File: config.mk
export PLATFORM = sky130hd
export DESIGN_NAME = alu_op_sequencer
export DESIGN_NICKNAME = d
export VERILOG_FILES = /design/src/rtl/alu_op_sequencer.sv
export SDC_FILE = /design/constraint.sdc
export NUM_CORES = 1
export LEC_CHECK = 0
export ABC_CLOCK_PERIOD_IN_PS = 3800
export CAP_MARGIN = 0
export CORE_ASPECT_RATIO = 0.7
export CORE_MARGIN = 5
export CORE_UTILIZATION = 55
export DETAILED_ROUTE_END_ITERATION = 7
export PLACE_DENSITY_LB_ADDON = 0.1
export SYNTH_ARGS = -nofsm -noshare
export SYNTH_HDL_FRONTEND = slang
export SYNTH_SLANG_ARGS = --single-unit
File: constraint.sdc
create_clock -name clk -period 3.8 [get_ports clk]
set_input_delay 0.38 -clock clk [delete_from_list [all_inputs] [get_ports clk]]
set_output_delay 0.38 -clock clk [all_outputs]
set_load 0.05 [all_outputs]
File: src/rtl/alu_op_sequencer.sv
// Purpose: generates {OP,A,B} vectors (sweep or 16-bit Galois LFSR) for the ALU and counts returned results.
// Latency: op_valid rises the cycle after start; zero-wait ALU gives one vector per 3 cycles (ISSUE, WAIT, NEXT).
// Backpressure: operands are held while op_ready is low; a missing result aborts the run after TIMEOUT wait cycles.
module alu_op_sequencer #(
    parameter int          WIDTH   = 5,
    parameter int          OP_W    = 2,
    parameter int          NUM_VEC = 16,
    parameter int          TIMEOUT = 15,
    parameter logic [15:0] SEED    = 16'hACE1
) (
    input  logic             clk,
    input  logic             reset,
    input  logic             start,
    input  logic             mode,
    output logic [WIDTH-1:0] A,
    output logic [WIDTH-1:0] B,
    output logic [OP_W-1:0]  OP,
    output logic             op_valid,
    input  logic             op_ready,
    input  logic             res_valid,
    input  logic [WIDTH:0]   res,
    output logic [WIDTH:0]   last_res,
    output logic [15:0]      vec_count,
    output logic             busy,
    output logic             done,
    output logic             error
);

    localparam int          GW   = 2*WIDTH + OP_W;
    localparam int          TW   = $clog2(TIMEOUT + 1);
    localparam logic [15:0] TAPS = 16'hB400;

    typedef enum logic [2:0] {
        S_IDLE,
        S_ISSUE,
        S_WAIT,
        S_NEXT,
        S_DONE
    } state_t;

    state_t         state;
    state_t         state_nxt;
    logic [GW-1:0]  gen;
    logic [15:0]    lfsr;
    logic [15:0]    lfsr_nxt;
    logic [TW-1:0]  timer;
    logic           mode_q;
    logic           last_vec;
    logic           timed_out;

    // The generator register is the operand output; OP sits in the top bits.
    assign {OP, A, B} = gen;

    assign lfsr_nxt  = {1'b0, lfsr[15:1]} ^ (lfsr[0] ? TAPS : 16'h0000);
    assign last_vec  = (vec_count + 16'd1) == 16'(NUM_VEC);
    assign timed_out = (timer == TW'(TIMEOUT - 1));

    // State register; reset aborts any run in progress.
    always_ff @(posedge clk or negedge reset) begin
        if (!reset) begin
            state <= S_IDLE;
        end else begin
            state <= state_nxt;
        end
    end

    // Next-state decode; a result arriving on the timeout cycle still counts.
    always_comb begin
        state_nxt = state;
        case (state)
            S_IDLE, S_DONE: begin
                if (start) begin
                    state_nxt = S_ISSUE;
                end
            end
            S_ISSUE: begin
                if (op_ready) begin
                    state_nxt = S_WAIT;
                end
            end
            S_WAIT: begin
                if (res_valid) begin
                    state_nxt = last_vec ? S_DONE : S_NEXT;
                end else if (timed_out) begin
                    state_nxt = S_DONE;
                end
            end
            S_NEXT: begin
                state_nxt = S_ISSUE;
            end
            default: begin
                state_nxt = S_IDLE;
            end
        endcase
    end

    // Status outputs registered from the next state so they line up with the state flop.
    always_ff @(posedge clk or negedge reset) begin
        if (!reset) begin
            op_valid <= 1'b0;
            busy     <= 1'b0;
            done     <= 1'b0;
        end else begin
            op_valid <= (state_nxt == S_ISSUE);
            busy     <= (state_nxt == S_ISSUE) || (state_nxt == S_WAIT) || (state_nxt == S_NEXT);
            done     <= (state_nxt == S_DONE);
        end
    end

    // Datapath: generator load/advance, result timer, result capture and run counters.
    always_ff @(posedge clk or negedge reset) begin
        if (!reset) begin
            gen       <= '0;
            lfsr      <= SEED;
            mode_q    <= 1'b0;
            timer     <= '0;
            last_res  <= '0;
            vec_count <= '0;
            error     <= 1'b0;
        end else begin
            case (state)
                S_IDLE, S_DONE: begin
                    if (start) begin
                        mode_q    <= mode;
                        vec_count <= '0;
                        error     <= 1'b0;
                        lfsr      <= SEED;
                        gen       <= mode ? SEED[GW-1:0] : '0;
                    end
                end
                S_ISSUE: begin
                    if (op_ready) begin
                        timer <= '0;
                    end
                end
                S_WAIT: begin
                    if (res_valid) begin
                        last_res  <= res;
                        vec_count <= vec_count + 16'd1;
                    end else if (timed_out) begin
                        error <= 1'b1;
                    end else begin
                        timer <= timer + 1'b1;
                    end
                end
                S_NEXT: begin
                    if (mode_q) begin
                        lfsr <= lfsr_nxt;
                        gen  <= lfsr_nxt[GW-1:0];
                    end else begin
                        gen <= gen + 1'b1;
                    end
                end
                default: begin
                end
            endcase
        end
    end

endmodule

After elaboration in Yosys (flattened, before gate mapping)

Index checks and enable logic that the tools add are counted.

Bits in registers: 62
Output and inout port bits: 38
Input port bits: 12

Muxes and demuxes: 25
Reductions and logical operators: 14
Add/sub/neg operators: 3
Bitwise operators: 1
Eq/ne operators: 17

Operator list:

| operator                                        | number |
|---|---|
| 2-to-1 mux 16 bit                               | 5 |
| one-hot mux 16 bit (2 select lines)             | 2 |
| 2-to-1 mux 12 bit                               | 3 |
| one-hot mux 12 bit (2 select lines)             | 1 |
| adder 16 x 1 -> 16 bit (second input constant)  | 1 |
| == test 16 x 5 -> 1 bit (second input constant) | 1 |
| XOR 15 x 16 -> 16 bit                           | 1 |
| 2-to-1 mux 3 bit                                | 5 |
| inequality test 2 bit (second input constant)   | 7 |
| adder 12 x 1 -> 12 bit (second input constant)  | 1 |
| == test 3 x 2 -> 1 bit (second input constant)  | 4 |
| 2-to-1 mux 4 bit                                | 3 |
| one-hot mux 3 bit (4 select lines)              | 1 |
| one-hot mux 4 bit (2 select lines)              | 1 |
| AND reduction 4 bit                             | 2 |
| == test 3 x 1 -> 1 bit (second input constant)  | 2 |
| == test 3 bit (second input constant)           | 2 |
| AND reduction 2 bit                             | 3 |
| AND reduction 3 bit                             | 2 |
| nonzero test 2 bit                              | 3 |
| adder 4 x 1 -> 4 bit (second input constant)    | 1 |
| == test 4 bit (second input constant)           | 1 |
| logical NOT 3 bit                               | 1 |
| 2-to-1 mux 1 bit                                | 3 |
| other kinds (3)                                 | 4 |

Longest topological paths before layout

Gate-level depths: netlist of the first run.

Word-level depth: 8
Mapped depth: 8
Depth with buffers taken out: 8

Least setup slack after synthesis of the first run

Ideal clock, no wire load.

Path kind: register to register
From: register, netlist name vec_count[0]
To: register timer[1]
Required time: 3,662 ps
Stages on the path, launching flop included: 9
Arrival time: 2,243 ps
Period minus slack after synthesis: 2,381 ps
Slack: 1,419 ps
Path through: dfrtp_1 -> ha_1 -> nand2_1 -> nor3_1 -> mux2i_1 -> nand3_1 -> nor3_1 -> o21ba_2 -> o221ai_1

RTL lines:

| element              | line | text |
|---|---|---|
| to (signal assigned) | 143  | `timer <= timer + 1'b1;` |
| to (decl)            | 46   | `logic [TW-1:0] timer;` |

==> results of run 1 <==
[worst reg2reg max path, stage by stage (launching register included)]
cell and delay [ns]:
dfrtp_1 0.50, ha_1 0.27, nand2_1 0.18, nor3_1 0.34, mux2i_1 0.26, nand3_1 0.13
nor3_1 0.26, o21ba_2 0.22, o221ai_1 0.12
[flip-flops by register name, indices dropped and copies added, names as in the netlist]
name,cells
done,1
mode_q,1
vec_count,16
error,1
busy,1
timer,4
gen,12
state,3
op_valid,1
lfsr,16
last_res,6
[layer usage]
layer	GRT usage, %	vias to the layer above	wire (µm)
met1	33.23	1345	3852
li1	-	1388	-
met2	32.25	120	3275
met4	7.670	0	76
met5	0	-	0
met3	8.154	8	749
[final cells by class]
| cell class | instances | area (µm²) | area share (%) |
|---|---|---|---|
| Timing Repair Buffer | 52 | 508.0 | 12.92 |
| Inverter | 9 | 33.78 | 0.8593 |
| Clock buffer | 10 | 137.6 | 3.501 |
| Clock inverter | 6 | 37.54 | 0.9548 |
| Multi-Input combinational cell | 285 | 1559 | 39.66 |
| Sequential cell | 62 | 1562 | 39.72 |
| Tap cell | 75 | 93.84 | 2.387 |
[per-stage QoR]
step | instances | hold WS, ns | util, % | worst slack (ns) | total power [µW]
3_3_place_gp | 483 | 0.4573 | 65.92 | 1.440 | 2320
2_1_floorplan | 373 | 0.08441 | - | 1.419 | 1937
6_report | 499 | 0.1765 | 68.99 | 1.390 | 2868
4_1_cts | 499 | 0.2145 | 68.99 | 1.422 | 2876
3_5_place_dp | 483 | 0.4592 | 65.92 | 1.420 | 2351
5_1_grt | 499 | 0.2667 | 68.99 | 1.231 | 3053
[synthesized netlist by cell type (2+ instances only)]
cell type | count | area share (%)
a31oi_1 | 8 | 1.6
nand3_1 | 23 | 3.6
o21bai_1 | 2 | 0.47
ha_1 | 4 | 1.6
o21a_1 | 2 | 0.47
nand4_1 | 5 | 0.97
xnor2_1 | 12 | 3.3
a211oi_1 | 3 | 0.70
nor2b_1 | 4 | 0.78
nor3_1 | 10 | 1.6
dfrtp_1 | 54 | 42
mux2i_1 | 2 | 0.62
inv_1 | 9 | 1.0
buf_1 | 2 | 0.23
o21ai_0 | 48 | 7.5
xor2_1 | 7 | 1.9
dfstp_2 | 8 | 6.5
a21oi_1 | 11 | 1.7
nor2_1 | 32 | 3.7
and3_1 | 11 | 2.1
nand2_1 | 77 | 9.0
nor4_2 | 2 | 0.78
and2_1 | 2 | 0.39
buf_2 | 3 | 0.47
clkbuf_1 | 12 | 1.4
[power groups by stage]
stage | registers, µW | logic, µW | clock network (µW)
after floorplan | 1410 | 529 | 0
after global placement | 1120 | 1200 | 0
after detailed placement | 1130 | 1220 | 0
after CTS | 1120 | 1230 | 524
after global routing | 1160 | 1340 | 553
final | 1130 | 1220 | 515
[cell families (layout without fill, tap and decap cells)]
kind of cell    Yosys count  count (layout)  share of synthesized area, %
flops                    62              62                         48.47
fa+ha+maj                 4               4                         1.553
xor+xnor                 19              19                         5.165
mux                       2               2                        0.6214
buf+inv                  26              77                         3.145
simple gates            175             175                         25.71
compound gates           85              85                         15.34
[worst max path at each step]
stage | startpoint | endpoint | slack [ns] | cells past startpoint
after floorplan | vec_count[0]$_DFFE_PN0P_ | timer[1]$_DFFE_PN0P_ | 1.42 | 8
final | vec_count[0]$_DFFE_PN0P_ | timer[1]$_DFFE_PN0P_ | 1.39 | 8
after CTS | vec_count[10]$_DFFE_PN0P_ | busy$_DFF_PN0_ | 1.42 | 7
after global routing | vec_count[10]$_DFFE_PN0P_ | busy$_DFF_PN0_ | 1.23 | 7
after detailed placement | res_valid | vec_count[15]$_DFFE_PN0P_ | 1.42 | 7
after global placement | vec_count[0]$_DFFE_PN0P_ | timer[1]$_DFFE_PN0P_ | 1.44 | 8
==> metrics.csv, run 1 <==
stage;metric;value;unit
critical_path;critPathArrivalTime;2.62;ns
timing;hold_viol;0;
global_routing;grt_antenna_before_repair;0;
floorplanning;coreArea;5698;µm²
clock_tree;cts_tree;done;
final_layout;nNetsFinal;435;
global_routing;grt_pass1_wl;13290;µm
timing;slew_headroom;34.99;%
drt;drt-initial-drc-count;231;
synth;synth_edf_count;0;
synth;syn_nets;389;
final_layout;drive_gt1_share;8.491;%
power_and_ir_drop;seqPwrFrac;39.4;%
clock_tree;cts_buffer_depth;2;
final_layout;final_common_cell;nand2_1;
run_status;outcome;finished clean;
critical_path;r2r_start;vec_count[0]$_DFFE_PN0P_;
global_routing;overflow;0;
critical_path;cpMostUsedCell;nor3_1;
global_routing;grt_usage;22.99;%
critical_path;regToRegEndpoint;timer[1]$_DFFE_PN0P_;
floorplanning;num_rows;23;
clock_tree;cts_repair_resize_count;0;
critical_path;max_stage_delay;0.50;ns
flow_run;maxCapViolations;0;
power_and_ir_drop;powerDensity;729.6;nW/µm²
floorplanning;start_util;56.54;%
final_layout;layout_common_cells;77 x nand2_1, 54 x dfrtp_1, 48 x o21ai_0, 48 x clkdlybuf4s50_1, 32 x nor2_1;
timing;finalSetupViolCount;0;
floorplanning;dieArea;7513;µm²
timing;tns;0;ns
drt;drc;0;
placement;hpwlAfterDp;5479;µm
final_layout;nFillCells;459;
critical_path;crit_required;4.01;ns
critical_path;path_delay_family;simple AND/OR/NAND/NOR gates;
synth;syn_area_per_cell;8.638;µm²
floorplanning;die_w;101.5;µm
timing;slew_viol_final;0;
clock_tree;numCtsBuffers;9;
clock_tree;post_cts_buffers;0;
final_layout;final_area;3931;µm²
critical_path;crit_type;reg2reg;
clock_tree;clock_latency;0.34;ns
synth;synth-seq-cells;62;
floorplanning;die_h;74.04;µm
clock_tree;cts_sinks;62;
critical_path;reg2reg_slack;1.39;ns
synth;yosysWarnings;0;
final_layout;syn_to_final_growth;22.02;%
synth;async_flop_share;100.0;%
clock_tree;htreeDepth;3;
min_path;worstHoldPathType;in2async;
timing;fmaxAchievable;415.0;MHz
synth;syn_inst;373;
drt;totalWireLength;7954;µm
critical_path;startpoint_type;flip-flop;
clock_tree;clock-root-buffer;clkbuf_8;
power_and_ir_drop;switchingPower;1309;µW
global_routing;grt_max_degree;44;
power_and_ir_drop;switching_share;45.63;%
clock_tree;cts.hold.buffers_added;0;
critical_path;r2r_cells;8;
drt;antenna_left;0;
final_layout;n_antenna_cell;0;
clock_tree;clk_pin_slew_worst_paths;0.07;ns
critical_path;cp-end-kind;flip-flop;
drt;via_per_inst;5.733;
timing;rsz0062_at_grt;false;
synth;synth_cell_types;45;
critical_path;critPathBufInv;0;
timing;period_minus_slack;2.410;ns
timing;worst_pin_slew;0.9752;ns
synth;ys.flop_type;dfrtp_1;
timing;fin_skew;0.007401;ns
critical_path;crit_path_cell_trace;ha_1, nand2_1, nor3_1, mux2i_1, nand3_1, nor3_1, o21ba_2, o221ai_1;
power_and_ir_drop;peakVddDrop;0.3666;mV
power_and_ir_drop;p_int;1559;µW
power_and_ir_drop;power_leakage;0.001685;µW
power_and_ir_drop;p_clk_share;17.9;%
placement;io_buffer_count;49;
placement;place.gp.congestion;0.8746;
drt;routedWlPerCell;15.94;µm
critical_path;crit_slowest_cell;dfrtp_1;
timing;min_period_over_period;63.41;%
synth;synthesis.area;3222;µm²
drt;num_vias;2861;
critical_path;critPathMaxFanout;8;
drt;first_pass_iters;7;
synth;seq_area_frac_synth;48.47;%
floorplanning;boundaryPins;50;
global_routing;grt_pass1_vias;2646;
power_and_ir_drop;comb_power_share;42.7;%
placement;placed_cell_area;3756;µm²
Power figures use the tool's default switching activity.
==> run 2: changes to the inputs <==
--- a/config.mk
+++ b/config.mk
@@ -5,11 +5,11 @@
 export SDC_FILE = /design/constraint.sdc
 export NUM_CORES = 1
 export LEC_CHECK = 0
-export ABC_CLOCK_PERIOD_IN_PS = 3800
+export ABC_CLOCK_PERIOD_IN_PS = 2200
 export CAP_MARGIN = 0
 export CORE_ASPECT_RATIO = 0.7
 export CORE_MARGIN = 5
-export CORE_UTILIZATION = 55
+export CORE_UTILIZATION = 49
 export DETAILED_ROUTE_END_ITERATION = 7
 export PLACE_DENSITY_LB_ADDON = 0.1
 export SYNTH_ARGS = -nofsm -noshare
==> constraint.sdc (replaced) <==
create_clock -name clk -period 2.2 [get_ports clk]
set_input_delay 0.22 -clock clk [delete_from_list [all_inputs] [get_ports clk]]
set_output_delay 0.22 -clock clk [all_outputs]
set_load 0.05 [all_outputs]
==> metrics.csv, run 2 (synthesized netlist as in run 1, its figures left out) <==
stage;metric;value;unit
placement;placed_cells;499;
final_layout;final_area;4197;µm²
placement;placed_cell_area;3884;µm²
placement;place.gp.congestion;0.8440;
clock_tree;clk_pin_slew_worst_paths;0.07;ns
floorplanning;die_w;106.9;µm
global_routing;overflow;0;
final_layout;drive_gt1_share;15.80;%
power_and_ir_drop;peakVddDrop;0.7290;mV
timing;min_period_over_period;97.11;%
timing;hold_viol;0;
placement;hpwlAfterDp;5416;µm
critical_path;max_stage_delay;0.48;ns
timing;period_minus_slack;2.136;ns
power_and_ir_drop;powerDensity;1252;nW/µm²
final_layout;layout_common_cells;76 x nand2_1, 48 x o21ai_0, 48 x clkdlybuf4s50_1;
final_layout;post-route-util;66.55;%
timing;slew_viol_final;0;
critical_path;startpoint_type;flip-flop;
timing;hold_slack;0.3986;ns
critical_path;crit_slowest_cell;dfrtp_2;
power_and_ir_drop;design_power_total;5256;µW
flow_run;maxCapViolations;0;
global_routing;grt_pass1_wl;13700;µm
clock_tree;cts_sinks;62;
drt;drc;0;
timing;fin_skew;0.009679;ns
clock_tree;cts_tree;done;
final_layout;n_antenna_cell;0;
power_and_ir_drop;power_leakage;0.001815;µW
global_routing;grt_pass1_vias;2631;
critical_path;crit_type;reg2reg;
drt;totalWireLength;8197;µm
critical_path;crit_path_cell_trace;nand4b_1, a2111oi_1, nand3_1, nor3_2, o21ba_2, o221ai_1;
global_routing;grt_max_degree;63;
clock_tree;numCtsBuffers;9;
placement;io_buffer_count;49;
drt;antenna_left;0;
clock_tree;cts_buffer_depth;2;
final_layout;final_common_cell;nand2_1;
floorplanning;num_rows;24;
drt;via_per_inst;5.628;
timing;fmaxAchievable;468.1;MHz
drt;first_pass_iters;4;
critical_path;critPathBufInv;0;
final_layout;reg_top3;lfsr x16, vec_count x16, gen x12;
clock_tree;clock-root-buffer;clkbuf_8;
floorplanning;die_h;77.85;µm
critical_path;critPathArrivalTime;2.34;ns
critical_path;cp-end-kind;flip-flop;
drt;drt-initial-drc-count;159;
run_status;outcome;finished clean;
min_path;worstHoldPathType;in2reg;
floorplanning;dieArea;8323;µm²
drt;routedWlPerCell;15.73;µm
critical_path;critPathMaxFanout;8;
timing;slew_headroom;35.42;%
timing;finalSetupViolCount;0;
global_routing;grt_usage;20.66;%
floorplanning;coreArea;6306;µm²
clock_tree;clock_latency;0.34;ns
floorplanning;start_util;51.09;%
drt;num_vias;2932;
critical_path;crit_required;2.41;ns
final_layout;syn_to_final_growth;30.25;%
floorplanning;boundaryPins;50;
final_layout;nNetsFinal;454;
timing;worst_pin_slew;0.9652;ns
global_routing;grt_antenna_before_repair;0;
clock_tree;htreeDepth;3;
final_layout;fin_cells;521;
critical_path;path_delay_family;compound AO/OA/AOI/OAI gates;
==> run 2: metal layers <==
| metal | up-vias | track usage [%] | wire length (µm) |
|---|---|---|---|
| met1 | 1405 | 32.20 | 4122 |
| met2 | 91 | 26.82 | 3288 |
| met4 | 0 | 6.258 | 107 |
| met3 | 11 | 6.551 | 679 |
| li1 | 1425 | - | - |
| met5 | - | 0 | 0 |
==> run 2: final cells by class <==
cell class	count	area [µm²]
clock buffer	10	137.6
clock inverter	6	85.08
fill	528	2110
inverter	9	33.78
multi-input combinational	285	1602
sequential	62	1575
tap	78	97.59
timing repair buffer	71	665.6
==> run 2: timing repair <==
action,in CTS,in global routing
gates resized for setup,0,8
hold endpoints to repair,54,0
buffers inserted,0,5
hold buffers,1,0
endpoints found under the setup margin,0,7
==> run 2: tightest hold or removal path, stage by stage <==
cell	delay, ns
clkdlybuf4s50_1	0.39
nand2_1	0.05
nand2_1	0.04
==> run 2: final timing paths <==
check                                          from                 endpoint  slack (ns)  depth (start not counted)
max reg2reg                vec_count[4]$_DFFE_PN0P_     timer[1]$_DFFE_PN0P_        0.06                          6
max                        vec_count[4]$_DFFE_PN0P_     timer[1]$_DFFE_PN0P_        0.06                          6
min in group asynchronous                     reset     timer[2]$_DFFE_PN0P_        0.41                          3
max in group asynchronous                     reset     lfsr[15]$_DFFE_PN1P_        1.45                          3
min                                          res[2]  last_res[2]$_DFFE_PN0P_        0.40                          3
min reg2reg                     lfsr[7]$_DFFE_PN1P_      lfsr[6]$_DFFE_PN1P_        0.47                          2
==> run 2: power by group <==
part / leakage (µW) / internal (µW) / switching [µW]
Combinational: 0.000927 / 779 / 1430
Sequential: 0.000779 / 1540 / 377
Clock: 0.000108 / 665 / 471
==> run 2: metrics by stage <==
stage	setup TNS [ns]	setup slack [ns]
2_1_floorplan	0	0.004143
3_3_place_gp	0	0.08661
3_5_place_dp	0	0.04518
4_1_cts	0	0.02254
5_1_grt	-0.1365	-0.05671
6_report	0	0.06368
